[config.mk]
export PLATFORM = sky130hd
export DESIGN_NAME = spi_config_regbank
export DESIGN_NICKNAME = d
export VERILOG_FILES = /design/src/rtl/spi_cfg_pkg.sv /design/src/rtl/spi_config_regbank_sync.sv /design/src/rtl/spi_config_regbank.sv
export SDC_FILE = /design/constraint.sdc
export NUM_CORES = 1
export LEC_CHECK = 0
export ABC_AREA = 1
export BUFFER_PORTS_ARGS = -buffer_cell sky130_fd_sc_hd__buf_2
export CAP_MARGIN = 5
export CORE_MARGIN = 5
export CORE_UTILIZATION = 40
export CTS_CLUSTER_DIAMETER = 60
export CTS_CLUSTER_SIZE = 10
export DETAILED_ROUTE_END_ITERATION = 12
export HOLD_SLACK_MARGIN = 0.08
export PLACE_DENSITY = 0.54
export SLEW_MARGIN = 20
export SYNTH_ARGS = -nofsm -noshare
export SYNTH_HDL_FRONTEND = slang
export SYNTH_SLANG_ARGS = --single-unit
[constraint.sdc]
create_clock -name clk -period 2.9 [get_ports clk]
set_clock_uncertainty 0.1 [all_clocks]
set_input_delay 0.145 -clock clk [delete_from_list [all_inputs] [get_ports clk]]
set_output_delay 0.145 -clock clk [all_outputs]
set_load 0.01 [all_outputs]
[src/rtl/spi_cfg_pkg.sv]
// Shared types and constants for the SPI configuration register bank.
// Holds the FSM encoding, command-byte layout and default reset word.
package spi_cfg_pkg;

    typedef enum logic [1:0] {
        IDLE = 2'd0,
        CMD  = 2'd1,
        DATA = 2'd2
    } spi_state_e;

    localparam int CMD_WRITE_BIT = 7;
    localparam int CMD_ADDR_W    = 7;

    localparam logic [31:0] DEF_RESET_WORD = 32'hBBFC_0000;

    localparam logic [CMD_ADDR_W-1:0] ADDR_ONE = CMD_ADDR_W'(1);

    // Burst address step: wraps to 0 after the last implemented register.
    function automatic logic [CMD_ADDR_W-1:0] next_addr(
        input logic [CMD_ADDR_W-1:0] a,
        input logic [CMD_ADDR_W-1:0] last
    );
        return (a == last) ? '0 : a + ADDR_ONE;
    endfunction

endpackage

[src/rtl/spi_config_regbank_sync.sv]
// 2-FF synchroniser with registered history for rise/fall pulse detection.
// Used for the asynchronous SPI pins entering the pixel-clock domain.
module spi_sync_edge #(
    parameter logic RST_VAL = 1'b0
) (
    input  logic clk,
    input  logic rst_n,
    input  logic d_i,
    output logic q_o,
    output logic rise_o,
    output logic fall_o
);

    logic [2:0] sr_q;

    always_ff @(posedge clk or negedge rst_n) begin
        if (!rst_n) begin
            sr_q <= {3{RST_VAL}};
        end else begin
            sr_q <= {sr_q[1:0], d_i};
        end
    end

    assign q_o    = sr_q[1];
    assign rise_o = sr_q[1] & ~sr_q[2];
    assign fall_o = ~sr_q[1] & sr_q[2];

endmodule

[src/rtl/spi_config_regbank.sv]
// SPI mode-0 configuration register bank with shadow/active copies,
// auto-incrementing bursts, readback on miso and frame-synchronous commit.
module spi_config_regbank
    import spi_cfg_pkg::*;
#(
    parameter int NUM_REGS = 4,
    parameter int REG_WIDTH = 32,
    parameter bit COMMIT_ON_FRAME = 1'b1,
    parameter logic [NUM_REGS*REG_WIDTH-1:0] RESET_VALUE =
        {NUM_REGS{DEF_RESET_WORD}}
) (
    input  logic                          clk,
    input  logic                          rst_n,
    input  logic                          sclk,
    input  logic                          ss,
    input  logic                          mosi,
    output logic                          miso,
    output logic                          miso_oe,
    input  logic                          frame_sync,
    output logic [NUM_REGS*REG_WIDTH-1:0] regs_out,
    output logic                          commit_pending,
    output logic                          addr_err
);

    localparam int NBYTES = REG_WIDTH / 8;
    localparam int BCW = (NBYTES > 1) ? $clog2(NBYTES) : 1;
    localparam int IW = (NUM_REGS > 1) ? $clog2(NUM_REGS) : 1;
    localparam logic [BCW-1:0] LAST_BYTE = BCW'(NBYTES - 1);
    localparam logic [BCW-1:0] BYTE_ONE = BCW'(1);
    localparam logic [CMD_ADDR_W-1:0] LAST_ADDR = CMD_ADDR_W'(NUM_REGS - 1);
    localparam logic [CMD_ADDR_W:0] NREGS = (CMD_ADDR_W + 1)'(NUM_REGS);

    logic sclk_s, sclk_rise, sclk_fall;
    logic ss_s, ss_rise, ss_fall;
    logic mosi_s, mosi_rise, mosi_fall;
    logic unused_ok;

    spi_state_e state_q, state_d;
    logic [2:0] bit_cnt_q, bit_cnt_d;
    logic [BCW-1:0] byte_cnt_q, byte_cnt_d;
    logic [REG_WIDTH-1:0] rx_q, rx_d;
    logic [REG_WIDTH-1:0] tx_q, tx_d;
    logic [CMD_ADDR_W-1:0] addr_q, addr_d;
    logic wr_q, wr_d;
    logic miso_q, miso_d;
    logic pend_q, pend_d;
    logic err_q, err_d;

    logic [REG_WIDTH-1:0] shadow_q [NUM_REGS];
    logic [REG_WIDTH-1:0] shadow_d [NUM_REGS];
    logic [REG_WIDTH-1:0] active_q [NUM_REGS];
    logic [REG_WIDTH-1:0] active_d [NUM_REGS];

    logic [7:0] cmd_byte;
    logic [CMD_ADDR_W-1:0] cmd_addr, addr_inc, rd_addr;
    logic [REG_WIDTH-1:0] word, rd_data;
    logic cmd_done, word_done, wr_en, commit;

    spi_sync_edge #(.RST_VAL(1'b0)) u_sync_sclk (
        .clk    (clk),
        .rst_n  (rst_n),
        .d_i    (sclk),
        .q_o    (sclk_s),
        .rise_o (sclk_rise),
        .fall_o (sclk_fall)
    );

    spi_sync_edge #(.RST_VAL(1'b1)) u_sync_ss (
        .clk    (clk),
        .rst_n  (rst_n),
        .d_i    (ss),
        .q_o    (ss_s),
        .rise_o (ss_rise),
        .fall_o (ss_fall)
    );

    spi_sync_edge #(.RST_VAL(1'b0)) u_sync_mosi (
        .clk    (clk),
        .rst_n  (rst_n),
        .d_i    (mosi),
        .q_o    (mosi_s),
        .rise_o (mosi_rise),
        .fall_o (mosi_fall)
    );

    assign unused_ok = ^{sclk_s, ss_rise, mosi_rise, mosi_fall};

    function automatic logic in_range(input logic [CMD_ADDR_W-1:0] a);
        return {1'b0, a} < NREGS;
    endfunction

    assign cmd_byte = {rx_q[6:0], mosi_s};
    assign cmd_addr = cmd_byte[CMD_ADDR_W-1:0];
    assign word     = {rx_q[REG_WIDTH-2:0], mosi_s};
    assign addr_inc = next_addr(addr_q, LAST_ADDR);

    // Reads load at the end of the command byte, then at each word boundary.
    assign rd_addr = (state_q == CMD) ? cmd_addr : addr_inc;
    assign rd_data = in_range(rd_addr) ? active_q[rd_addr[IW-1:0]] : '0;

    always_comb begin
        state_d    = state_q;
        bit_cnt_d  = bit_cnt_q;
        byte_cnt_d = byte_cnt_q;
        rx_d       = rx_q;
        tx_d       = tx_q;
        addr_d     = addr_q;
        wr_d       = wr_q;
        miso_d     = miso_q;
        err_d      = err_q;
        cmd_done   = 1'b0;
        word_done  = 1'b0;
        if (ss_s) begin
            state_d    = IDLE;
            bit_cnt_d  = '0;
            byte_cnt_d = '0;
            tx_d       = '0;
            miso_d     = 1'b0;
        end else begin
            unique case (state_q)
                IDLE: begin
                    if (ss_fall) begin
                        state_d    = CMD;
                        bit_cnt_d  = '0;
                        byte_cnt_d = '0;
                    end
                end
                CMD: begin
                    if (sclk_rise) begin
                        rx_d      = word;
                        bit_cnt_d = bit_cnt_q + 3'd1;
                        if (bit_cnt_q == 3'd7) begin
                            cmd_done   = 1'b1;
                            state_d    = DATA;
                            wr_d       = cmd_byte[CMD_WRITE_BIT];
                            addr_d     = cmd_addr;
                            byte_cnt_d = '0;
                        end
                    end
                end
                DATA: begin
                    if (sclk_rise) begin
                        rx_d      = word;
                        bit_cnt_d = bit_cnt_q + 3'd1;
                        if (bit_cnt_q == 3'd7) begin
                            if (byte_cnt_q == LAST_BYTE) begin
                                word_done  = 1'b1;
                                byte_cnt_d = '0;
                                addr_d     = addr_inc;
                            end else begin
                                byte_cnt_d = byte_cnt_q + BYTE_ONE;
                            end
                        end
                    end
                end
                default: state_d = IDLE;
            endcase
            if (sclk_fall && state_q != IDLE) begin
                miso_d = tx_q[REG_WIDTH-1];
                tx_d   = tx_q << 1;
            end
            if (cmd_done) begin
                tx_d = cmd_byte[CMD_WRITE_BIT] ? '0 : rd_data;
                if (!cmd_byte[CMD_WRITE_BIT] && !in_range(cmd_addr)) begin
                    err_d = 1'b1;
                end
            end
            if (word_done) begin
                if (wr_q) begin
                    if (!in_range(addr_q)) err_d = 1'b1;
                end else begin
                    tx_d = rd_data;
                    if (!in_range(addr_inc)) err_d = 1'b1;
                end
            end
        end
    end

    // Commit copies the pre-write shadows, so a colliding word waits.
    always_comb begin
        shadow_d = shadow_q;
        active_d = active_q;
        pend_d   = pend_q;
        wr_en    = word_done && wr_q && in_range(addr_q);
        commit   = COMMIT_ON_FRAME && frame_sync && pend_q;
        if (commit) begin
            active_d = shadow_q;
        end
        if (wr_en) begin
            shadow_d[addr_q[IW-1:0]] = word;
            if (!COMMIT_ON_FRAME) begin
                active_d[addr_q[IW-1:0]] = word;
            end
        end
        if (!COMMIT_ON_FRAME) begin
            pend_d = 1'b0;
        end else if (wr_en) begin
            pend_d = 1'b1;
        end else if (commit) begin
            pend_d = 1'b0;
        end
    end

    always_ff @(posedge clk or negedge rst_n) begin
        if (!rst_n) begin
            state_q    <= IDLE;
            bit_cnt_q  <= '0;
            byte_cnt_q <= '0;
            rx_q       <= '0;
            tx_q       <= '0;
            addr_q     <= '0;
            wr_q       <= 1'b0;
            miso_q     <= 1'b0;
            pend_q     <= 1'b0;
            err_q      <= 1'b0;
            for (int i = 0; i < NUM_REGS; i++) begin
                shadow_q[i] <= RESET_VALUE[i*REG_WIDTH +: REG_WIDTH];
                active_q[i] <= RESET_VALUE[i*REG_WIDTH +: REG_WIDTH];
            end
        end else begin
            state_q    <= state_d;
            bit_cnt_q  <= bit_cnt_d;
            byte_cnt_q <= byte_cnt_d;
            rx_q       <= rx_d;
            tx_q       <= tx_d;
            addr_q     <= addr_d;
            wr_q       <= wr_d;
            miso_q     <= miso_d;
            pend_q     <= pend_d;
            err_q      <= err_d;
            shadow_q   <= shadow_d;
            active_q   <= active_d;
        end
    end

    for (genvar g = 0; g < NUM_REGS; g++) begin : g_out
        assign regs_out[g*REG_WIDTH +: REG_WIDTH] = active_q[g];
    end

    assign miso           = miso_q;
    assign miso_oe        = ~ss_s;
    assign commit_pending = pend_q;
    assign addr_err       = err_q;

endmodule

* Yosys cells after proc, flatten, opt, wreduce, memory -nomap -nowiden
Index checks and enable logic that the tools add are counted.
Storage, ports and cells: bits in registers 345, bits in latches 0, RAM bits 0, bits in read-only memories 0, input bits 6, output and inout port bits 132, word-level logic and storage cells 136, memories 0
Operators by class: $add $sub $neg 3, multiply operators 0, divide/modulo/power cells 0, magnitude comparators 7, eq/ne operators 17, shift operators 0, muxes and demuxes 58, bitwise gates (word level) 8, reductions and logical operators 22
Operators with widths (count):
- 32-bit two-way mux | 10
- 128-bit bitwise mux | 1
- 32-bit binary-select mux with 2-bit select | 1
- 32-bit demux with 2-bit select | 1
- 7-bit two-way mux | 7
- 7-bit by 3-bit < comparator with 1-bit output, second input constant | 4
- 2-bit two-way mux | 11
- 1-bit two-way mux | 20
- 7-bit one-hot mux with 2 select lines | 1
- 3-bit by 2-bit inequality test with 1-bit output, second input constant | 4
- 2-bit one-hot mux with 3 select lines | 2
- 3-bit two-way mux | 3
- 2-bit inequality test, second input constant | 4
- 4-bit AND reduction | 2
- 2-bit nonzero test | 4
- 7-bit by 1-bit adder with 7-bit output, second input constant | 1
- 7-bit by 2-bit == test with 1-bit output, second input constant | 1
- 7-bit AND reduction | 1
- 3-bit greater-or-equal comparator, second input constant | 2
- 1-bit logical AND | 6
- 3-bit by 1-bit inequality test with 1-bit output, second input constant | 2
- 2-bit NOT with 3-bit output | 2
- 3-bit one-hot mux with 2 select lines | 1
- 3-bit AND reduction | 2
- other kinds (15) | 22

* Logic depth before layout (Yosys ltp)
depth after elaboration 13, mapped depth 12, mapped depth without buffers 11

* Hierarchy
From an unflattened synthesis, not the netlist that was laid out.
Second synthesis, totals: cell total of the unflattened synthesis 1840, area total of the unflattened synthesis 15628.7 µm²
By module, submodules not included:
- spi_config_regbank | instances 1, cells an instance 1819, area an instance 15354.7 µm², sequential area each 8553.2 µm²
- spi_sync_edge (u_sync_mosi ...) | instances 2, cells an instance 7, area an instance 90.1 µm², sequential area each 75.1 µm²
- spi_sync_edge (u_sync_ss) | instances 1, cells an instance 7, area an instance 93.8 µm², sequential area each 78.8 µm²

* Least setup slack after synthesis
OpenSTA, ideal clock, no wires.
path kind reg-to-reg, start register state_q[0], end register shadow_q[71] (netlist name), library setup time 132 ps, arrival 1927 ps, data required time 2668 ps, setup slack 741 ps, stages on the path, launching flop included 10, path buffers 2, period minus slack after synthesis 2159 ps, cell sequence dfrtp_1 inv_1 ha_1 buf_2 inv_2 nor4_4 nand3_4 buf_2 nand2_1 o21ai_1
Between the ends: longest elaborated chain between the ends 6
RTL lines:
- start: declaration | RTL line spi_config_regbank.sv:38 | spi_state_e state_q, state_d;
- start signal: assignment | RTL line spi_config_regbank.sv:221 | state_q <= state_d;
- 2-bit == test | RTL line spi_config_regbank.sv:120 | unique case (state_q)
- 1-bit two-way mux | RTL line spi_config_regbank.sv:120
- 1-bit two-way mux (2 in series) | RTL line spi_config_regbank.sv:113 | if (ss_s) begin
- 1-bit logical AND (2 in series) | RTL line spi_config_regbank.sv:184 | wr_en = word_done && wr_q && in_range(addr_q);
- end signal: indexed assignment | RTL line spi_config_regbank.sv:217 | shadow_q[i] <= RESET_VALUE[i*REG_WIDTH +: REG_WIDTH];
- end signal: assignment | RTL line spi_config_regbank.sv:231 | shadow_q <= shadow_d;
- end: declaration | RTL line spi_config_regbank.sv:49 | logic [REG_WIDTH-1:0] shadow_q [NUM_REGS];
Every way passes these cells. The select of a mux whose other input is x is not followed. A chain may end at the register's enable or synchronous reset.

* Worst setup path after layout
start register state_q[1], end register tx_q[14]
Between the ends: longest elaborated chain between the ends 12, elaborated cells between the ends (all ways) 21, classes of those cells order compare (1); eq/ne (2); mux (15); bitwise (1); reduce/logical (2)
RTL lines:
- parallel branches: the longest is 10 deep, another holds 7-bit by 3-bit < comparator with 1-bit output
- 32-bit two-way mux (*) | RTL line spi_config_regbank.sv:168 | if (word_done) begin
- 32-bit two-way mux (*) | RTL line spi_config_regbank.sv:113
- net tx_d[14] | RTL line spi_config_regbank.sv:42 | logic [REG_WIDTH-1:0] tx_q, tx_d;
- end signal: assignment | RTL line spi_config_regbank.sv:225 | tx_q <= tx_d;
- end: declaration | RTL line spi_config_regbank.sv:42
Mark *: on every way through the listed nets, which the timed path passes. The select of a mux whose other input is x is not followed.

==> results.yml <==
setup_path:
  end_kind: "flip-flop"
  cp.required_ns: 3.21
  cp_data_arrival_time_ns: 2.87
  start_kind: "flip-flop"
  critPathMaxFanout: 64
  worst-setup-path-type: "reg -> reg"
routing:
  final_antenna_net_count: 0
  viasPerCell: 5.07
  drt_iter0_drc: 809
  dr.pass1.iters: 5
  vias: 12600
  wl_per_cell_um: 17.6
  drc: 0
  drt_wl_total_mm: 43.7
floorplan:
  core_area_sq_um: 37800
  dieArea_sq_um: 42500
  die_y_um: 206
  initial_core_util_pct: 40.7
  rows: 71
  die_x_um: 206
  io_pins: 138
timing:
  period_needed_ns: 2.57
  tightest_slew_ns: 0.768
  hold_viol: 0
  tns_ns: 0
  rsz0062_at_grt: "no"
  fin_crit_sh_pct: 88.6
  slew-limit-headroom_pct: 48.7
  setup_viol: 0
  timing.fmax_ghz: 0.389
  slew_violations: 0
logic_synthesis:
  synth_cell_types: 28
  syn_avg_cell_area_sq_um: 8.41
  synth_fp_nets: 1850
  yosysTopAreaCell: "dfrtp_1"
  yosysWarnings: 0
  synthTopCellsByCount: "nand2_1 (422), dfrtp_1 (246), nand3_1 (204)"
  syn_area_sq_um: 15400
  synth.yosys.seq_area_share_pct: 56.9
  yosysMostFrequentCell: "nand2_1"
  syn-instance-count: 1832
  synth_edf_count: 0
  ys_top_cells_by_area: "dfrtp_1 (40%), dfstp_2 (17%), nand2_1 (10%)"
  async_flop_share_pct: 100
  yosysTopAreaCellShare_pct: 40.0
  synth_flop_cell: "dfrtp_1"
  yosys_register_bits: 345
grt:
  grt_pass1_vias: 12400
  grt_max_degree: 113
  antenna_found_initial: 0
  overflow: 0
  grt.total_usage_pct: 20.8
  grt_pass1_wl_mm: 70.3
layout:
  syn_to_final_growth_pct: 17.1
  antenna_cells: 0
  final_util_pct: 47.6
  fin_nets: 1960
  layout-drive-gt1-share_pct: 17.4
place:
  port_buffers: 137
  dp_hpwl_mm: 28.4
  gp_congestion: 0.822
power_and_ir_drop:
  finalPower_mw: 13.3
  p_leak_nw: 8.74
  vdd_drop_max_mv: 0.476
  power.density_nw_per_um2: 736
clock_tree:
  cts_buffers: 42
  clock_sinks: 345
  htree_levels: 2
  clockBufferDepth: 3
  clk_pin_slew_worst_paths_ns: 0.06
  cts_tree: "built"
  cts-root-buf: "clkbuf_16"
  clk_latency_ns: 0.53
run:
  maxCapViolations: 0
run_status:
  outcome: "completed"
hold_path:
  min_path_type: "in -> async"
==> path summary, 6_finish.rpt <==
path / start / to / slack, ns / depth (start not counted)
min in group clk: sclk / u_sync_sclk.sr_q[0]$_DFF_PN0_ / 0.16 / 2
min: rst_n / regs_out[99]$_DFFE_PN0P_ / 0.10 / 2
max reg2reg: state_q[1]$_DFFE_PN0P_ / tx_q[14]$_DFF_PN0_ / 0.33 / 10
max: state_q[1]$_DFFE_PN0P_ / tx_q[14]$_DFF_PN0_ / 0.33 / 10
min reg2reg: u_sync_mosi.sr_q[0]$_DFF_PN0_ / u_sync_mosi.sr_q[1]$_DFF_PN0_ / 0.25 / 0
max in group asynchronous: rst_n / shadow_q[50]$_DFFE_PN1P_ / 1.71 / 3
==> timing repair <==
action	4_1_cts	5_1_grt
hold endpoints to repair	229	0
hold buffers	5	0
buffers inserted	0	0
gates resized for setup	0	0
==> routing by layer <==
| layer | track usage (%) | wire length [um] | part of all wire, % | vias to the layer above |
|---|---|---|---|---|
| met4 | 4.68 | 826 | 1.9 | 0 |
| met1 | 30.5 | 20400 | 47 | 6073 |
| met5 | 0 | 0 | 0 | - |
| li1 | - | - | - | 6148 |
| met2 | 33.1 | 20300 | 46 | 308 |
| met3 | 3.03 | 2200 | 5.0 | 55 |
==> power by group <==
group | internal (mW) | switching [mW] | leakage [nW]
sequential | 4.95 | 0.116 | 4.03
clock | 2.95 | 1.98 | 0.600
combinational | 0.906 | 2.36 | 4.11
total | 8.81 | 4.46 | 8.74
==> cell type report <==
class,count,area [sq um]
Inverter,188,706
Fill cell,3774,19800
Clock inverter,5,83.8
Tap cell,511,639
Multi-Input combinational cell,1181,5480
Clock buffer,69,1180
Sequential cell,345,8760
Timing Repair Buffer,184,1170
==> critical path, stage by stage, from the launching register on <==
cell     delay, ns
dfrtp_1       0.39
inv_1         0.12
ha_1          0.41
inv_1         0.17
nand3_2       0.12
buf_4         0.53
nand3_1       0.14
nand3_1       0.12
nand2_1       0.08
nand3_1       0.08
a21oi_1       0.08
==> placed cells by master, fill, tap and decap left out, types with 2 or more instances in the layout <==
master / instances
buf_4: 33
ha_1: 12
nand2_1: 418
buf_12: 9
nor3_1: 3
dlygate4sd3_1: 5
inv_2: 4
nand3_1: 203
clkbuf_16: 43
nand3_4: 4
dfstp_2: 99
xor2_1: 2
o21ai_0: 52
clkbuf_1: 25
dfrtp_1: 246
o21ai_1: 128
nand2_2: 3
o21bai_1: 2
inv_1: 183
nor2_1: 140
clkinvlp_4: 2
buf_2: 136
o211ai_1: 9
nand4_1: 27
bufinv_16: 2
a21oi_1: 168
==> logic make-up (layout without fill, tap and decap cells) <==
| kind of cell | count (synthesis) | count (layout) | share of synthesized area (%) |
|---|---|---|---|
| buf+inv | 306 | 446 | 7.73 |
| fa+ha+maj | 12 | 12 | 0.975 |
| flops | 345 | 345 | 56.9 |
| xor+xnor | 2 | 2 | 0.114 |
| simple gates | 803 | 803 | 22.2 |
| compound gates | 364 | 364 | 12.1 |
==> metrics by stage <==
step / hold WS, ns / area [sq um] / instances / setup slack, ns
after floorplan: -0.251 / 15400 / 1832 / 0.741
after global placement: 0.0757 / 16700 / 2404 / 0.477
after detailed placement: 0.0865 / 16700 / 2404 / 0.374
after CTS: 0.122 / 18000 / 2483 / 0.370
after global routing: 0.150 / 18000 / 2483 / 0.0758
final: 0.103 / 18000 / 2483 / 0.331
==> sequential cells by signal, summed over array words and instances, names as in the netlist <==
| name | count |
|---|---|
| addr_q | 7 |
| tx_q | 32 |
| miso | 1 |
| u_sync_mosi.sr_q | 2 |
| rx_q | 31 |
| addr_err | 1 |
| wr_q | 1 |
| u_sync_sclk.sr_q | 3 |
| shadow_q | 128 |
| bit_cnt_q | 3 |
| u_sync_ss.sr_q | 3 |
| commit_pending | 1 |
| state_q | 2 |
| byte_cnt_q | 2 |
| regs_out | 128 |
No activity file was read; power rests on OpenSTA's default activity.
